<file path="config.mk">
export PLATFORM = sky130hd
export DESIGN_NAME = reg_serial_reader_flat
export DESIGN_NICKNAME = d
export VERILOG_FILES = /design/src/rtl/reg_serial_reader_if.sv /design/src/rtl/reg_serial_reader.sv /design/src/flat_wrapper.sv
export SDC_FILE = /design/constraint.sdc
export NUM_CORES = 1
export LEC_CHECK = 0
export ABC_CLOCK_PERIOD_IN_PS = 2600
export BUFFER_PORTS_ARGS = -buffer_cell sky130_fd_sc_hd__buf_2
export CAP_MARGIN = 20
export CORE_MARGIN = 3
export CORE_UTILIZATION = 50
export CTS_CLUSTER_DIAMETER = 150
export DETAILED_ROUTE_END_ITERATION = 10
export PLACE_DENSITY_LB_ADDON = 0.2
export SLEW_MARGIN = 20
export SYNTH_ARGS = -nofsm -noshare
export SYNTH_HDL_FRONTEND = slang
export SYNTH_SLANG_ARGS = --single-unit
</file>
<file path="constraint.sdc">
create_clock -name Clk -period 2.6 [get_ports Clk]
set_input_delay 0.65 -clock Clk [delete_from_list [all_inputs] [get_ports Clk]]
set_output_delay 0.65 -clock Clk [all_outputs]
set_load 0.02 [all_outputs]
</file>
<file path="src/rtl/reg_serial_reader_if.sv">
// Handshake bundle for reg_serial_reader.
//   master : the reader side. It takes Start/Abort/Din/Ser_Ready and drives the
//            serial bit (Ser_Valid/Ser_Data/Ser_Last) plus the status outputs
//            (Busy/Done/Bits_Sent).
//   slave  : the controller/sink side. It drives the request and ready inputs
//            and observes everything the reader produces.
interface reg_serial_reader_if #(
  parameter int WIDTH = 16,
  parameter int CNT_W = $clog2(WIDTH + 1)
);
  logic             Start;
  logic             Abort;
  logic [WIDTH-1:0] Din;
  logic             Ser_Ready;
  logic             Ser_Valid;
  logic             Ser_Data;
  logic             Ser_Last;
  logic             Busy;
  logic             Done;
  logic [CNT_W-1:0] Bits_Sent;

  modport master (
    input  Start, Abort, Din, Ser_Ready,
    output Ser_Valid, Ser_Data, Ser_Last, Busy, Done, Bits_Sent
  );

  modport slave (
    output Start, Abort, Din, Ser_Ready,
    input  Ser_Valid, Ser_Data, Ser_Last, Busy, Done, Bits_Sent
  );
endinterface

</file>
<file path="src/rtl/reg_serial_reader.sv">
// Serial read-out of a parallel register, MSB first, over a per-bit
// valid/ready handshake.
//
// Start (sampled in IDLE) snapshots Din into a shadow register, so the source
// register may change freely while the transfer is in flight. Each accepted
// bit (Ser_Valid & Ser_Ready) shifts the shadow left. Abort (sampled in SHIFT)
// drops back to IDLE without a Done pulse. A bit accepted on the same edge as
// Abort still counts in Bits_Sent.
//
// Ports
//   Clk, Reset : rising-edge clock; synchronous active-high reset
//   bus        : reg_serial_reader_if.master
//                (Start/Abort/Din/Ser_Ready in; Ser_Valid/Ser_Data/Ser_Last,
//                 Busy/Done/Bits_Sent out)
//
// Every output is a flop. None has a combinational path from an input.
module reg_serial_reader #(
  parameter int WIDTH = 16,
  parameter int CNT_W = $clog2(WIDTH + 1)
) (
  input logic                 Clk,
  input logic                 Reset,
  reg_serial_reader_if.master bus
);
  localparam int IDX_W = $clog2(WIDTH);

  typedef enum logic [1:0] {IDLE, SHIFT, DONE} state_t;

  state_t           state;
  logic [WIDTH-1:0] shadow;
  logic [IDX_W-1:0] idx;
  logic [CNT_W-1:0] bits_sent;
  logic             ser_valid, ser_data, ser_last, busy, done;

  always_ff @(posedge Clk) begin
    if (Reset) begin
      state     <= IDLE;
      shadow    <= '0;
      idx       <= '0;
      bits_sent <= '0;
      ser_valid <= 1'b0;
      ser_data  <= 1'b0;
      ser_last  <= 1'b0;
      busy      <= 1'b0;
      done      <= 1'b0;
    end else begin
      case (state)
        IDLE: begin
          done <= 1'b0;
          if (bus.Start) begin
            state     <= SHIFT;
            shadow    <= bus.Din;
            idx       <= IDX_W'(WIDTH - 1);
            bits_sent <= '0;
            ser_valid <= 1'b1;
            ser_data  <= bus.Din[WIDTH-1];
            // WIDTH >= 2, so the first bit is never the last one.
            ser_last  <= 1'b0;
            busy      <= 1'b1;
          end
        end

        SHIFT: begin
          // A bit offered while the sink is ready counts as sent, even when
          // Abort lands on the same edge.
          if (bus.Ser_Ready && bits_sent != CNT_W'(WIDTH))
            bits_sent <= bits_sent + 1'b1;

          if (bus.Abort) begin
            state     <= IDLE;
            ser_valid <= 1'b0;
            ser_data  <= 1'b0;
            ser_last  <= 1'b0;
            busy      <= 1'b0;
          end else if (bus.Ser_Ready) begin
            shadow <= shadow << 1;
            if (ser_last) begin
              state     <= DONE;
              ser_valid <= 1'b0;
              ser_data  <= 1'b0;
              ser_last  <= 1'b0;
              done      <= 1'b1;
            end else begin
              idx      <= idx - 1'b1;
              // The next bit is the bit that sits below the MSB now.
              ser_data <= shadow[WIDTH-2];
              ser_last <= (idx == IDX_W'(1));
            end
          end
        end

        DONE: begin
          state <= IDLE;
          done  <= 1'b0;
          busy  <= 1'b0;
        end

        default: begin
          state     <= IDLE;
          ser_valid <= 1'b0;
          ser_data  <= 1'b0;
          ser_last  <= 1'b0;
          busy      <= 1'b0;
          done      <= 1'b0;
        end
      endcase
    end
  end

  assign bus.Ser_Valid = ser_valid;
  assign bus.Ser_Data  = ser_data;
  assign bus.Ser_Last  = ser_last;
  assign bus.Busy      = busy;
  assign bus.Done      = done;
  assign bus.Bits_Sent = bits_sent;
endmodule

</file>
<file path="src/flat_wrapper.sv">
// flat-port wrapper written by rule: the top's interface ports become plain ports
module reg_serial_reader_flat 
#(
  parameter int WIDTH = 16,
  parameter int CNT_W = $clog2(WIDTH + 1)
)
  (Clk, Reset, bus_Start, bus_Abort, bus_Din, bus_Ser_Ready, bus_Ser_Valid, bus_Ser_Data, bus_Ser_Last, bus_Busy, bus_Done, bus_Bits_Sent);
  reg_serial_reader_if #(.WIDTH(WIDTH), .CNT_W(CNT_W)) bus_i ();
  input logic Clk;
  input logic Reset;
  input wire logic [$bits(bus_i.Start)-1:0] bus_Start;
  input wire logic [$bits(bus_i.Abort)-1:0] bus_Abort;
  input wire logic [$bits(bus_i.Din)-1:0] bus_Din;
  input wire logic [$bits(bus_i.Ser_Ready)-1:0] bus_Ser_Ready;
  output wire logic [$bits(bus_i.Ser_Valid)-1:0] bus_Ser_Valid;
  output wire logic [$bits(bus_i.Ser_Data)-1:0] bus_Ser_Data;
  output wire logic [$bits(bus_i.Ser_Last)-1:0] bus_Ser_Last;
  output wire logic [$bits(bus_i.Busy)-1:0] bus_Busy;
  output wire logic [$bits(bus_i.Done)-1:0] bus_Done;
  output wire logic [$bits(bus_i.Bits_Sent)-1:0] bus_Bits_Sent;
  assign bus_i.Start = bus_Start;
  assign bus_i.Abort = bus_Abort;
  assign bus_i.Din = bus_Din;
  assign bus_i.Ser_Ready = bus_Ser_Ready;
  assign bus_Ser_Valid = bus_i.Ser_Valid;
  assign bus_Ser_Data = bus_i.Ser_Data;
  assign bus_Ser_Last = bus_i.Ser_Last;
  assign bus_Busy = bus_i.Busy;
  assign bus_Done = bus_i.Done;
  assign bus_Bits_Sent = bus_i.Bits_Sent;
  reg_serial_reader #(.WIDTH(WIDTH), .CNT_W(CNT_W)) u_core (.Clk(Clk), .Reset(Reset), .bus(bus_i));
endmodule
</file>
==> results of run 1 <==
==> worst register-to-register path, cell delays in order, from the launching register on <==
cell	delay (ns)
dfxtp_1	0.50
nor4bb_2	0.40
or2_1	0.59
a211oi_1	0.16
==> through the flow <==
step	area, sq um	instances	setup slack (ns)	utilization, %	total power (uW)
after floorplan	1677	171	0.9826	-	691.7
after global placement	1827	235	0.5881	58.40	729.7
after detailed placement	1827	235	0.5478	58.40	738.0
after CTS	1896	243	0.7864	60.60	1067
after global routing	1896	243	0.6103	60.60	1114
final	1896	243	0.7999	60.60	1052
==> sequential cells by signal (all words and copies together) (netlist names) <==
signal                count
u_core.bus.Done           1
u_core.bus.Busy           1
u_core.idx                4
u_core.bus.Ser_Data       1
u_core.bus.Ser_Valid      1
u_core.bus.Bits_Sent      5
u_core.bus.Ser_Last       1
u_core.state              2
u_core.shadow            15
==> cells in the mapped netlist, types with 3 or more instances <==
library cell   n  share of area [%]
nor2b_1        4                1.5
a211oi_1       6                2.7
buf_2          4                1.2
a211oi_2      11                8.2
nand3_1        4                1.2
nand2_1        3               0.67
ha_1           4                3.0
buf_6          3                2.0
mux2i_1       17                 10
nand4_1        3                1.1
inv_1          9                2.0
buf_4          3                1.3
or3_1          3                1.1
nor3_1        19                5.7
a21oi_1        9                2.7
dfxtp_1       31                 37
o21ai_0        5                1.5
==> power by group through the flow <==
stage | clock (uW) | sequential, uW | combinational [uW]
after detailed placement | 0 | 544 | 194
after floorplan | 0 | 544 | 148
after global routing | 358 | 539 | 217
after CTS | 339 | 533 | 195
final | 326 | 534 | 193
after global placement | 0 | 542 | 188
==> metal layers <==
| layer | track usage (%) | vias to the layer above | share of wire [%] |
|---|---|---|---|
| met5 | 0 | - | 0 |
| met4 | 8.625 | 0 | 1.4 |
| met3 | 6.151 | 4 | 5.8 |
| met2 | 33.81 | 35 | 49 |
| met1 | 23.67 | 675 | 44 |
| li1 | - | 692 | - |
==> layout by cell type (no fill, tap or decap), types with 4 or more instances in the layout <==
| master | netlist | final |
|---|---|---|
| nor2b_1 | 4 | 4 |
| ha_1 | 4 | 4 |
| buf_4 | 3 | 4 |
| buf_2 | 4 | 30 |
| a211oi_2 | 11 | 11 |
| mux2i_1 | 17 | 17 |
| inv_1 | 9 | 9 |
| nor3_1 | 19 | 19 |
| clkbuf_4 | 0 | 5 |
| dfxtp_1 | 31 | 31 |
| nand3_1 | 4 | 4 |
| a21oi_1 | 9 | 9 |
| o21ai_0 | 5 | 5 |
| a211oi_1 | 6 | 6 |
==> layout make-up <==
| class | instances | area (sq um) | area share [%] |
|---|---|---|---|
| Multi-Input combinational cell | 117 | 937.1 | 49.44 |
| Sequential cell | 31 | 620.6 | 32.74 |
| Timing Repair Buffer | 34 | 180.2 | 9.505 |
| Clock buffer | 8 | 68.82 | 3.630 |
| Tap cell | 44 | 55.05 | 2.904 |
| Inverter | 9 | 33.78 | 1.782 |
==> worst paths after layout <==
check        slack, ns                               end                             start  cells past startpoint
min reg2reg       0.48  u_core.bus.Ser_Data$_SDFFE_PP0P_  u_core.bus.Ser_Data$_SDFFE_PP0P_                      2
max reg2reg       0.80     u_core.shadow[1]$_SDFFE_PP0P_      u_core.state[1]$_SDFFE_PP0P_                      3
max               0.80     u_core.shadow[1]$_SDFFE_PP0P_      u_core.state[1]$_SDFFE_PP0P_                      3
min               0.48  u_core.bus.Ser_Data$_SDFFE_PP0P_  u_core.bus.Ser_Data$_SDFFE_PP0P_                      2
==> cells by family after synthesis <==
logic type	count (synthesis)	synth area share, %
buf+inv	23	7.463
compound gates	42	21.64
mux	18	10.97
simple gates	53	19.93
fa+ha+maj	4	2.985
flops	31	37.02
==> flow_summary_export.csv, run 1 <==
group,metric,value,unit
detailed_routing,firstDrtPassIters,4,
detailed_routing,postRouteAntennaNets,0,
sta,hold_ws,0.4816,ns
sta,fmax,0.5555,GHz
floorplanning,fp.dieH,63.91,um
power_and_ir_drop,combPwrFrac,18.3,%
outcome,status,"finished, final reports clean",
clock_tree,clkLatencyLatePin,0.33,ns
floorplanning,io_pins,31,
global_routing,grt_max_degree,25,
finish,area_growth,13.06,%
sta,setup_viol,0,
yosys,yosysUniqueCellTypes,43,
clock_tree,cts_hold_buf,0,
yosys,synth_flop_cell,"dfxtp_1",
detailed_routing,vias,1406,
global_routing,grt_pass1_vias,1403,
worst_setup_path,required,2.78,ns
clock_tree,cts-root-buf,"clkbuf_4",
worst_setup_path,end_kind,"flop",
sta,finalCritPeriodShare,69.23,%
yosys,ys_seq_area_share,37.01,%
detailed_routing,routedWlPerCell,14.65,um
worst_hold_path,hold_class,"flop to flop",
clock_tree,cts_buffers,5,
clock_tree,cts_post_setup_buffers_inserted,0,
floorplanning,fp-row-count,20,
sta,hold_violations,0,
clock_tree,cts_buffer_depth,2,
power_and_ir_drop,ir_drop,0.3704,mV
detailed_routing,wirelength,3559,um
detailed_routing,drc,0,
worst_setup_path,crit_family,"simple AND/OR/NAND/NOR gates",
sta,fin_crit,1.800,ns
detailed_routing,drt_iter0_drc,97,
detailed_routing,via_per_inst,5.786,
finish,drive_above_1_share,30.65,%
power_and_ir_drop,power_density,555.1,nW/um^2
global_routing,antenna_found_initial,0,
clock_tree,clkSlewWorstSetupHoldPaths,0.10,ns
finish,fill_cells,286,
yosys,ys_ff_latch,31,
power_and_ir_drop,power.switching,296.8,uW
worst_setup_path,cp_cell_sequence,"nor4bb_2 > or2_1 > a211oi_1",
yosys,syn-num-nets,196,
worst_setup_path,cp_max_fo,16,
sta,tns,0,ns
worst_setup_path,max_stage_delay,0.59,ns
worst_setup_path,critical_path_arrival,1.98,ns
clock_tree,clock_sinks,31,
placed_design,dp_hpwl,2513,um
clock_tree,ctsResizeCount,0,
power_and_ir_drop,switching_share,28.20,%
sta,fin_skew,0.005174,ns
yosys,avgSynthCellArea,9.805,sq um
floorplanning,die_w,63.91,um
yosys,synth_enable_flop_cells,0,
finish,finalNetCount,223,
floorplanning,die_area,4084,sq um
global_routing,grt_overflow,0,
worst_setup_path,worst-setup-path-type,"flop to flop",
power_and_ir_drop,clkPwrFrac,30.9,%
placed_design,io_buffer_count,30,
power_and_ir_drop,power_leakage,0.0007924,uW
yosys,syn-cell-area,1677,sq um
yosys,ys_warn_count,0,
clock_tree,cts_tree,"built",
global_routing,grt_pass1_wl,6499,um
worst_setup_path,crit_slowest_cell,"or2_1",
floorplanning,initial_utilization,53.60,%
power_and_ir_drop,internal_power,755.5,uW
global_routing,grt_usage,20.20,%
sta,tightest_slew,0.6803,ns
finish,num_antenna_cells,0,
power_and_ir_drop,pwr-share-seq,50.7,%
sta,drv_slew,0,
job,cap_viol_max_count,0,
worst_setup_path,startpoint_type,"flop",
floorplanning,coreArea,3128,sq um
placed_design,globalplace.congestion,0.8298,
yosys,ys_async_sr_fraction,0,%
clock_tree,htreeDepth,2,
worst_setup_path,crit_buf_inv,0,
sta,rsz0062_at_grt,"false",
yosys,syn_inst,171,
sta,maxSlewHeadroom,54.65,%
Power figures use the tool's default switching activity.
==> run 2: changes to the inputs <==
Settings changed: ABC_CLOCK_PERIOD_IN_PS 2600 to 1700.
Clock period 2.6 ns to 1.7 ns, I/O delays scaled along.
==> run 2 against run 1 <==
Net effect:
- sequential share of layout area is 1.3 points lower
- sequential power up 52%
- via count is 1.6% higher
- die area did not move
- critical path depth increased by 1
- largest cell class unchanged
- clock-buffer cell count unchanged
- critical endpoint is now u_core.shadow[4]$_SDFFE_PP0P_
- cell count up 3.7%
- highest routed layer unchanged
- routed wire length grew 1.9%
- cell area increased by 4.0%
- sequential cell count unchanged
- fmax rose by 16%
==> flow_summary_export.csv, run 2 (synthesized netlist as in run 1, its figures left out) <==
group,metric,value,unit
floorplanning,io_pins,31,
detailed_routing,routedWlPerCell,14.39,um
global_routing,grt_usage,18.68,%
clock_tree,cts_buffer_depth,2,
sta,tns,0,ns
global_routing,grt_max_degree,17,
finish,regMostFlops,"u_core.shadow",
worst_setup_path,crit_slowest_cell,"dfxtp_1",
clock_tree,cts_buffers,5,
power_and_ir_drop,power_density,828.5,nW/um^2
floorplanning,coreArea,3128,sq um
placed_design,dp_hpwl,2607,um
floorplanning,die_w,63.91,um
finish,finalNetCount,232,
worst_setup_path,end_kind,"flop",
global_routing,grt_pass1_wl,6154,um
worst_hold_path,hold_class,"input port to flop",
global_routing,grt_overflow,0,
detailed_routing,drt_iter0_drc,115,
finish,drive_above_1_share,33.65,%
floorplanning,fp-row-count,20,
finish,final_cell_mix,"dfxtp_1 (31), buf_2 (30), nor3_1 (19)",
detailed_routing,postRouteAntennaNets,0,
clock_tree,clkSlewWorstSetupHoldPaths,0.10,ns
worst_setup_path,crit_buf_inv,1,
sta,drv_slew,0,
clock_tree,clock_sinks,31,
global_routing,grt_util_met3,5.272,%
worst_setup_path,worst-setup-path-type,"flop to flop",
floorplanning,die_area,4084,sq um
sta,setup_viol,0,
sta,finalCritPeriodShare,91.66,%
global_routing,use_met2,30.45,%
finish,fill_cells,268,
detailed_routing,wirelength,3627,um
floorplanning,initial_utilization,53.60,%
worst_setup_path,cp_max_fo,16,
placed_design,globalplace.congestion,0.8611,
sta,hold_violations,0,
worst_setup_path,cp_cell_sequence,"or2b_1 > buf_4 > mux2i_1 > a211oi_2",
clock_tree,cts_post_setup_buffers_inserted,0,
clock_tree,ctsResizeCount,0,
global_routing,grt_pass1_vias,1379,
detailed_routing,drc,0,
placed_design,io_buffer_count,30,
outcome,status,"finished, final reports clean",
sta,rsz0062_at_grt,"false",
clock_tree,cts_hold_buf,0,
finish,final_common_cell,"dfxtp_1",
sta,tightest_slew,0.5195,ns
global_routing,use_met1,23.66,%
sta,timing.final.ws_setup,0.1417,ns
finish,area_growth,17.61,%
worst_setup_path,startpoint_type,"flop",
clock_tree,cts_tree,"built",
detailed_routing,via_per_inst,5.667,
global_routing,antenna_found_initial,0,
clock_tree,clkLatencyLatePin,0.34,ns
job,cap_viol_max_count,0,
worst_setup_path,required,1.92,ns
worst_setup_path,crit_family,"flip-flops",
sta,fin_crit,1.558,ns
power_and_ir_drop,ir_drop,0.4775,mV
placed_design,dp_slack,0.06146,ns
detailed_routing,firstDrtPassIters,4,
clock_tree,cts-root-buf,"clkbuf_4",
worst_setup_path,max_stage_delay,0.66,ns
sta,fin_skew,0.01806,ns
sta,fmax,0.6417,GHz
clock_tree,htreeDepth,2,
power_and_ir_drop,power_leakage,0.0008391,uW
finish,largest_reg_flops,15,
worst_setup_path,critical_path_arrival,1.78,ns
sta,maxSlewHeadroom,65.32,%
detailed_routing,vias,1428,
finish,num_antenna_cells,0,
floorplanning,fp.dieH,63.91,um
global_routing,top_usage_layer,"met2",
[run 2: metrics by stage]
step / power [uW] / utilization [%] / cells / hold WS [ns] / area [sq um]
6_report: 1634 / 63.04 / 252 / 0.4035 / 1972
5_1_grt: 1729 / 63.04 / 252 / 0.4059 / 1972
4_1_cts: 1649 / 62.76 / 252 / 0.3890 / 1963
3_5_place_dp: 1147 / 60.56 / 244 / 0.4896 / 1894
3_3_place_gp: 1135 / 60.56 / 244 / 0.4734 / 1894
2_1_floorplan: 1058 / - / 171 / 0.4671 / 1677
[run 2: area by class of cell]
| type | count | area (sq um) | share of cell area (%) |
|---|---|---|---|
| flip-flops and latches | 31 | 620.6 | 31.47 |
| well taps | 44 | 55.05 | 2.792 |
| clock buffers | 8 | 68.82 | 3.490 |
| repair buffers | 43 | 247.7 | 12.56 |
| multi-input cells | 117 | 945.9 | 47.97 |
| inverters | 9 | 33.78 | 1.713 |
[run 2: path summary, 6_finish.rpt]
path / start / end / slack [ns] / depth (start not counted)
max: u_core.state[1]$_SDFFE_PP0P_ / u_core.shadow[4]$_SDFFE_PP0P_ / 0.14 / 4
min: bus_Din[0] / u_core.shadow[0]$_SDFFE_PP0P_ / 0.40 / 3
max reg2reg: u_core.state[1]$_SDFFE_PP0P_ / u_core.shadow[4]$_SDFFE_PP0P_ / 0.14 / 4
min reg2reg: u_core.bus.Ser_Data$_SDFFE_PP0P_ / u_core.bus.Ser_Data$_SDFFE_PP0P_ / 0.51 / 2
[run 2: power by group]
group / switching [uW] / total [uW] / internal, uW
clock network: 258 / 501 / 243
logic: 169 / 320 / 151
registers: 34.2 / 813 / 779
total: 461 / 1630 / 1170
[run 2: per-layer routing]
metal  vias up  routed length (um)
met1       677                1677
met3         5                 173
met5         -                   0
li1        712                   -
met2        34                1737
met4         0                  38
[run 2: worst min-delay path, cell delays in order]
cell and delay [ns]:
buf_2 0.07, and2_1 0.11, o21a_1 0.10
